[src/rtl/decode_stage.sv]
// RV32I integer decode in front of the ALU, with a busy scoreboard that stalls fetch on RAW hazards.
// Latency: 1 cycle from accept to registered OP_VAL/A/B/RD_ADDR/DEC_VALID/ILLEGAL.
// Backpressure: INSTR_READY drops while a used source is busy; a bubble is issued every non-accept cycle.
module decode_stage (
    input  logic        CK_REF,
    input  logic        RST_N,
    input  logic [31:0] INSTR,
    input  logic        INSTR_VALID,
    output logic        INSTR_READY,
    input  logic        FLUSH,
    output logic [4:0]  RS1_ADDR,
    output logic [4:0]  RS2_ADDR,
    input  logic [31:0] RS1_DATA,
    input  logic [31:0] RS2_DATA,
    input  logic        WB_EN,
    input  logic [4:0]  WB_ADDR,
    input  logic [31:0] WB_DATA,
    output logic [3:0]  OP_VAL,
    output logic [31:0] A,
    output logic [31:0] B,
    output logic [4:0]  RD_ADDR,
    output logic        DEC_VALID,
    output logic        ILLEGAL
);

    localparam logic [6:0] OPC_OP  = 7'b0110011;
    localparam logic [6:0] OPC_IMM = 7'b0010011;
    localparam logic [6:0] OPC_LUI = 7'b0110111;

    localparam logic [6:0] F7_BASE = 7'b0000000;
    localparam logic [6:0] F7_ALT  = 7'b0100000;

    localparam logic [3:0] ALU_NOP  = 4'b0000;
    localparam logic [3:0] ALU_ADD  = 4'b0001;
    localparam logic [3:0] ALU_SUB  = 4'b0010;
    localparam logic [3:0] ALU_SLT  = 4'b0011;
    localparam logic [3:0] ALU_AND  = 4'b0100;
    localparam logic [3:0] ALU_OR   = 4'b0101;
    localparam logic [3:0] ALU_XOR  = 4'b0110;
    localparam logic [3:0] ALU_SLL  = 4'b0111;
    localparam logic [3:0] ALU_SRL  = 4'b1000;
    localparam logic [3:0] ALU_SRA  = 4'b1001;
    localparam logic [3:0] ALU_SLTU = 4'b1011;

    typedef enum logic [1:0] {
        BSRC_RS2   = 2'd0,
        BSRC_IMM_I = 2'd1,
        BSRC_SHAMT = 2'd2,
        BSRC_IMM_U = 2'd3
    } bsrc_e;

    typedef struct packed {
        logic       legal;
        logic [3:0] op;
        logic       use_rs1;
        logic       use_rs2;
        bsrc_e      b_src;
    } dec_t;

    logic [6:0] opcode;
    logic [4:0] rd;
    logic [2:0] funct3;
    logic [4:0] rs1;
    logic [4:0] rs2;
    logic [6:0] funct7;

    assign opcode = INSTR[6:0];
    assign rd     = INSTR[11:7];
    assign funct3 = INSTR[14:12];
    assign rs1    = INSTR[19:15];
    assign rs2    = INSTR[24:20];
    assign funct7 = INSTR[31:25];

    assign RS1_ADDR = rs1;
    assign RS2_ADDR = rs2;

    dec_t dec;

    always_comb begin
        dec = '{legal: 1'b0, op: ALU_NOP, use_rs1: 1'b0, use_rs2: 1'b0, b_src: BSRC_RS2};
        case (opcode)
            OPC_OP: begin
                if (funct7 == F7_BASE) begin
                    dec.legal = 1'b1;
                    case (funct3)
                        3'b000:  dec.op = ALU_ADD;
                        3'b001:  dec.op = ALU_SLL;
                        3'b010:  dec.op = ALU_SLT;
                        3'b011:  dec.op = ALU_SLTU;
                        3'b100:  dec.op = ALU_XOR;
                        3'b101:  dec.op = ALU_SRL;
                        3'b110:  dec.op = ALU_OR;
                        default: dec.op = ALU_AND;
                    endcase
                end else if (funct7 == F7_ALT && funct3 == 3'b000) begin
                    dec.legal = 1'b1;
                    dec.op    = ALU_SUB;
                end else if (funct7 == F7_ALT && funct3 == 3'b101) begin
                    dec.legal = 1'b1;
                    dec.op    = ALU_SRA;
                end
                dec.use_rs1 = dec.legal;
                dec.use_rs2 = dec.legal;
                dec.b_src   = BSRC_RS2;
            end
            OPC_IMM: begin
                dec.b_src = BSRC_IMM_I;
                case (funct3)
                    3'b000: begin dec.legal = 1'b1; dec.op = ALU_ADD;  end
                    3'b010: begin dec.legal = 1'b1; dec.op = ALU_SLT;  end
                    3'b011: begin dec.legal = 1'b1; dec.op = ALU_SLTU; end
                    3'b100: begin dec.legal = 1'b1; dec.op = ALU_XOR;  end
                    3'b110: begin dec.legal = 1'b1; dec.op = ALU_OR;   end
                    3'b111: begin dec.legal = 1'b1; dec.op = ALU_AND;  end
                    3'b001: begin
                        dec.b_src = BSRC_SHAMT;
                        if (funct7 == F7_BASE) begin
                            dec.legal = 1'b1;
                            dec.op    = ALU_SLL;
                        end
                    end
                    default: begin
                        dec.b_src = BSRC_SHAMT;
                        if (funct7 == F7_BASE) begin
                            dec.legal = 1'b1;
                            dec.op    = ALU_SRL;
                        end else if (funct7 == F7_ALT) begin
                            dec.legal = 1'b1;
                            dec.op    = ALU_SRA;
                        end
                    end
                endcase
                dec.use_rs1 = dec.legal;
            end
            OPC_LUI: begin
                dec.legal = 1'b1;
                dec.op    = ALU_ADD;
                dec.b_src = BSRC_IMM_U;
            end
            default: ;
        endcase
        if (!dec.legal) begin
            dec.op = ALU_NOP;
        end
    end

    logic [31:0] busy_q;
    logic [31:0] busy_d;

    logic wb_hit1;
    logic wb_hit2;
    logic hazard1;
    logic hazard2;
    logic accept;
    logic issue;

    // A writeback landing this cycle both releases the hazard and supplies the operand.
    assign wb_hit1 = WB_EN && (WB_ADDR == rs1) && (rs1 != 5'd0);
    assign wb_hit2 = WB_EN && (WB_ADDR == rs2) && (rs2 != 5'd0);

    assign hazard1 = dec.use_rs1 && (rs1 != 5'd0) && busy_q[rs1] && !wb_hit1;
    assign hazard2 = dec.use_rs2 && (rs2 != 5'd0) && busy_q[rs2] && !wb_hit2;

    assign INSTR_READY = !(hazard1 || hazard2);
    assign accept      = INSTR_VALID && INSTR_READY && !FLUSH;
    assign issue       = accept && dec.legal;

    logic [31:0] rs1_val;
    logic [31:0] rs2_val;
    logic [31:0] a_val;
    logic [31:0] b_val;

    always_comb begin
        rs1_val = 32'd0;
        if (rs1 != 5'd0) begin
            rs1_val = wb_hit1 ? WB_DATA : RS1_DATA;
        end
        rs2_val = 32'd0;
        if (rs2 != 5'd0) begin
            rs2_val = wb_hit2 ? WB_DATA : RS2_DATA;
        end
        a_val = dec.use_rs1 ? rs1_val : 32'd0;
        case (dec.b_src)
            BSRC_RS2:   b_val = rs2_val;
            BSRC_IMM_I: b_val = {{20{INSTR[31]}}, INSTR[31:20]};
            BSRC_SHAMT: b_val = {27'd0, INSTR[24:20]};
            default:    b_val = {INSTR[31:12], 12'd0};
        endcase
    end

    always_comb begin
        busy_d = busy_q;
        if (WB_EN) begin
            busy_d[WB_ADDR] = 1'b0;
        end
        if (issue && rd != 5'd0) begin
            busy_d[rd] = 1'b1;
        end
        busy_d[0] = 1'b0;
    end

    logic [3:0]  op_q;
    logic [31:0] a_q;
    logic [31:0] b_q;
    logic [4:0]  rd_q;
    logic        dec_valid_q;
    logic        illegal_q;

    always_ff @(posedge CK_REF or negedge RST_N) begin
        if (!RST_N) begin
            busy_q      <= 32'd0;
            op_q        <= ALU_NOP;
            a_q         <= 32'd0;
            b_q         <= 32'd0;
            rd_q        <= 5'd0;
            dec_valid_q <= 1'b0;
            illegal_q   <= 1'b0;
        end else begin
            busy_q      <= busy_d;
            op_q        <= issue ? dec.op : ALU_NOP;
            a_q         <= issue ? a_val : 32'd0;
            b_q         <= issue ? b_val : 32'd0;
            rd_q        <= issue ? rd : 5'd0;
            dec_valid_q <= issue;
            illegal_q   <= accept && !dec.legal;
        end
    end

    assign OP_VAL    = op_q;
    assign A         = a_q;
    assign B         = b_q;
    assign RD_ADDR   = rd_q;
    assign DEC_VALID = dec_valid_q;
    assign ILLEGAL   = illegal_q;

endmodule
[config.mk]
export PLATFORM = sky130hd
export DESIGN_NAME = decode_stage
export DESIGN_NICKNAME = d
export VERILOG_FILES = /design/src/rtl/decode_stage.sv
export SDC_FILE = /design/constraint.sdc
export NUM_CORES = 1
export LEC_CHECK = 0
export CORE_MARGIN = 10
export CORE_UTILIZATION = 40
export DETAILED_ROUTE_END_ITERATION = 10
export GPL_TIMING_DRIVEN = 0
export HOLD_SLACK_MARGIN = 0.05
export PLACE_DENSITY = 0.75
export SETUP_SLACK_MARGIN = 0.15
export SYNTH_ARGS = -nofsm -noshare
export SYNTH_HDL_FRONTEND = slang
export SYNTH_SLANG_ARGS = --single-unit
[constraint.sdc]
create_clock -name CK_REF -period 3.96 [get_ports CK_REF]
set_input_delay 0.792 -clock CK_REF [delete_from_list [all_inputs] [get_ports CK_REF]]
set_output_delay 0.792 -clock CK_REF [all_outputs]
set_load 0.05 [all_outputs]
==> impl_metrics.env, run 1 <==
export IMPL_status="completed"
export IMPL_initial_core_util_pct=40.55
export IMPL_grt_max_degree=55
export IMPL_hpwl_um=18840
export IMPL_drv_slew=0
export IMPL_setup_violations_final=0
export IMPL_min_path_type="primary input to asynchronous set/reset pin"
export IMPL_die_x_um=143.9
export IMPL_netlist_top_cell_by_area="dfrtp_1"
export IMPL_max_vdd_ir_drop_mv=0.1911
export IMPL_clk_pin_slew_ns=0.07
export IMPL_cts_tree="built"
export IMPL_dr_pass1_iters=5
export IMPL_area_growth_pct=46.77
export IMPL_min_period_ns=3.744
export IMPL_yosysTopAreaCellShare_pct=43.19
export IMPL_antenna_found_initial=4
export IMPL_crit_path_start_kind="primary input"
export IMPL_async_flop_share_pct=100.0
export IMPL_fill_cells=1249
export IMPL_cts_max_path_buffers=2
export IMPL_drive_gt1_share_pct=15.54
export IMPL_synth_avg_cell_area_um2=10.07
export IMPL_via_per_inst=5.851
export IMPL_grt_usage_pct=22.58
export IMPL_syn_num_nets=748
export IMPL_htree_levels=3
export IMPL_die_area_mm2=0.02071
export IMPL_fin_util_pct=59.52
export IMPL_grt_pass1_wl_um=35690
export IMPL_synth_cell_type_count=59
export IMPL_wirelength_um=24120
export IMPL_cap_violations=0
export IMPL_hold_ws_ns=0.4706
export IMPL_syn_inst=610
export IMPL_crit_type="primary input to primary output"
export IMPL_critPathRequiredTime_ns=3.17
export IMPL_gp_congestion=0.9383
export IMPL_cp_arrival_ns=2.95
export IMPL_power_density_mw_per_mm2=280.5
export IMPL_grt_overflow=0
export IMPL_die_h_um=143.9
export IMPL_hold_viol=0
export IMPL_wl_per_cell_um=23.28
export IMPL_core_mm2=0.01515
export IMPL_critPathCaptureType="primary output"
export IMPL_slew_headroom_pct=41.76
export IMPL_ys_flop_type="dfrtp_1"
export IMPL_grt_pass1_vias=6085
export IMPL_drt_initial_drc_count=564
export IMPL_ys_seq_area_share_pct=43.19
export IMPL_crit_fanout=10
export IMPL_ys_warn_count=0
export IMPL_cts_buffers=9
export IMPL_fmax_mhz=267.1
export IMPL_synth_commonest_cells="dfrtp_1 (106), o21ai_0 (53), nor3_1 (47)"
export IMPL_route_vias_total=6062
export IMPL_period_share_pct=94.56
export IMPL_synthTopCellsByArea="dfrtp_1 (43%), mux2i_1 (7.3%), mux2_2 (7.2%), o21ai_0 (4.3%), nor3_1 (3.8%)"
export IMPL_port_buffers=211
export IMPL_fin_worst_skew_ns=0.01103
export IMPL_synth_edf_count=0
export IMPL_clock_latency_ns=0.36
export IMPL_yosysMostFrequentCell="dfrtp_1"
export IMPL_rows=45
export IMPL_ys_ff_latch=106
export IMPL_p_leak_nw=3.781
export IMPL_rsz0062_at_grt="false"
export IMPL_ioPinCount=224
export IMPL_holdBufCountCts=0
export IMPL_cts_root_buf="clkbuf_16"
export IMPL_cts_sinks=106
export IMPL_worstMarginPinSlew_ns=0.8669
export IMPL_drc=0
export IMPL_antenna_left=0
export IMPL_syn_cell_area_mm2=0.006142
export IMPL_final_nets=977
-- layout make-up --
type                            count  area, um^2  area share (%)
Tap cell                          188       235.2           2.609
Antenna cell                        5       12.51          0.1388
Clock inverter                      6       97.59           1.083
Inverter                           10       37.54          0.4164
Timing Repair Buffer              218        2186           24.25
Multi-Input combinational cell    426        3217           35.68
Buffer                             68       351.6           3.900
Sequential cell                   106        2653           29.42
Clock buffer                        9       225.2           2.498
-- repair_timing --
item,CTS,global route
buffers inserted,6,0
pin swaps,4,3
setup endpoints to repair,1,1
resized for setup,26,11
-- where the power goes --
group          internal, W  leakage (nW)  switching (W)  total (W)
Clock             0.000561         0.158       0.000440    0.00100
Sequential         0.00108          1.48     0.00000196    0.00109
Combinational     0.000214          2.14       0.000228   0.000441
Total              0.00186          3.78       0.000670    0.00253
-- worst max-delay path, stage by stage --
cell and delay (ns):
clkdlybuf4s50_1 0.45, or3b_4 0.42, nand4b_1 0.27, a311oi_1 0.26, nand3_1 0.15, o32ai_4 0.18
buf_6 0.19, inv_1 0.04, buf_2 0.20
-- per-layer routing --
metal,GRT usage [%],part of all wire [%],vias up
li1,-,-,2774
met1,26.51,37,2892
met2,38.13,49,347
met3,6.106,12,47
met4,9.189,2.8,2
met5,0,0.033,-
-- placed cells by master, fill, tap and decap left out, types with 10 or more instances in the layout --
master,synthesis,routed
a22oi_1,15,15
nand2_1,21,20
nand3_1,16,16
mux2_2,39,39
clkbuf_1,28,27
a221oi_1,21,20
nor4_1,37,36
o31ai_1,16,16
buf_2,25,25
buf_4,11,19
nor3_1,47,46
dfrtp_1,106,106
o21ai_0,53,51
nor2_1,14,13
clkdlybuf4s50_1,0,204
inv_1,10,10
mux2i_1,45,45
-- registers in the layout, indices dropped and copies added (netlist names) --
name	flops
A	32
busy_q	31
OP_VAL	4
RD_ADDR	5
B	32
ILLEGAL	1
DEC_VALID	1
-- final timing paths --
kind	cells after the start	slack (ns)	end	start
setup / recovery	9	0.22	INSTR_READY	INSTR[4]
hold / removal	1	0.47	A[18]$_DFF_PN0_	RST_N
setup reg to reg	7	1.28	OP_VAL[2]$_DFF_PN0_	busy_q[15]$_DFF_PN0_
hold reg to reg	2	0.54	busy_q[19]$_DFF_PN0_	busy_q[19]$_DFF_PN0_
max in group asynchronous	2	2.76	busy_q[18]$_DFF_PN0_	RST_N
min in group CK_REF	2	0.54	busy_q[19]$_DFF_PN0_	busy_q[19]$_DFF_PN0_
-- through the flow --
step,instances,setup slack (ns),power (W),TNS (ns),instance area [um^2]
final,1036,0.2156,0.002528,0,9015
after global routing,1033,0.1537,0.002596,0,9007
after CTS,1031,0.1610,0.002523,0,8966
after detailed placement,1010,-1.355,0.001532,-2.235,8514
after global placement,1009,-1.903,0.001524,-203.05,8489
after floorplan,610,0.4114,0.001301,0,6142
-- cell families (layout without fill, tap and decap cells) --
family	Yosys count	count (layout)	synth area share [%]
and+or+nand+nor	191	191	17.72
AOI/OAI and AO/OA	134	134	14.73
DFF	106	106	43.19
muxes	90	90	16.68
buffers and inverters	78	311	6.111
xor gates and xnor gates	11	11	1.569
other	0	5	0
(Power assumes the default switching activity.)
==> run 2: changes to the inputs <==
--- a/config.mk
+++ b/config.mk
@@ -5,6 +5,7 @@
 export SDC_FILE = /design/constraint.sdc
 export NUM_CORES = 1
 export LEC_CHECK = 0
+export ABC_AREA = 0
 export CORE_MARGIN = 10
 export CORE_UTILIZATION = 40
 export DETAILED_ROUTE_END_ITERATION = 10
==> results of run 2 <==
Same layout as run 1: the final DEF is identical, and so are final timing and power.
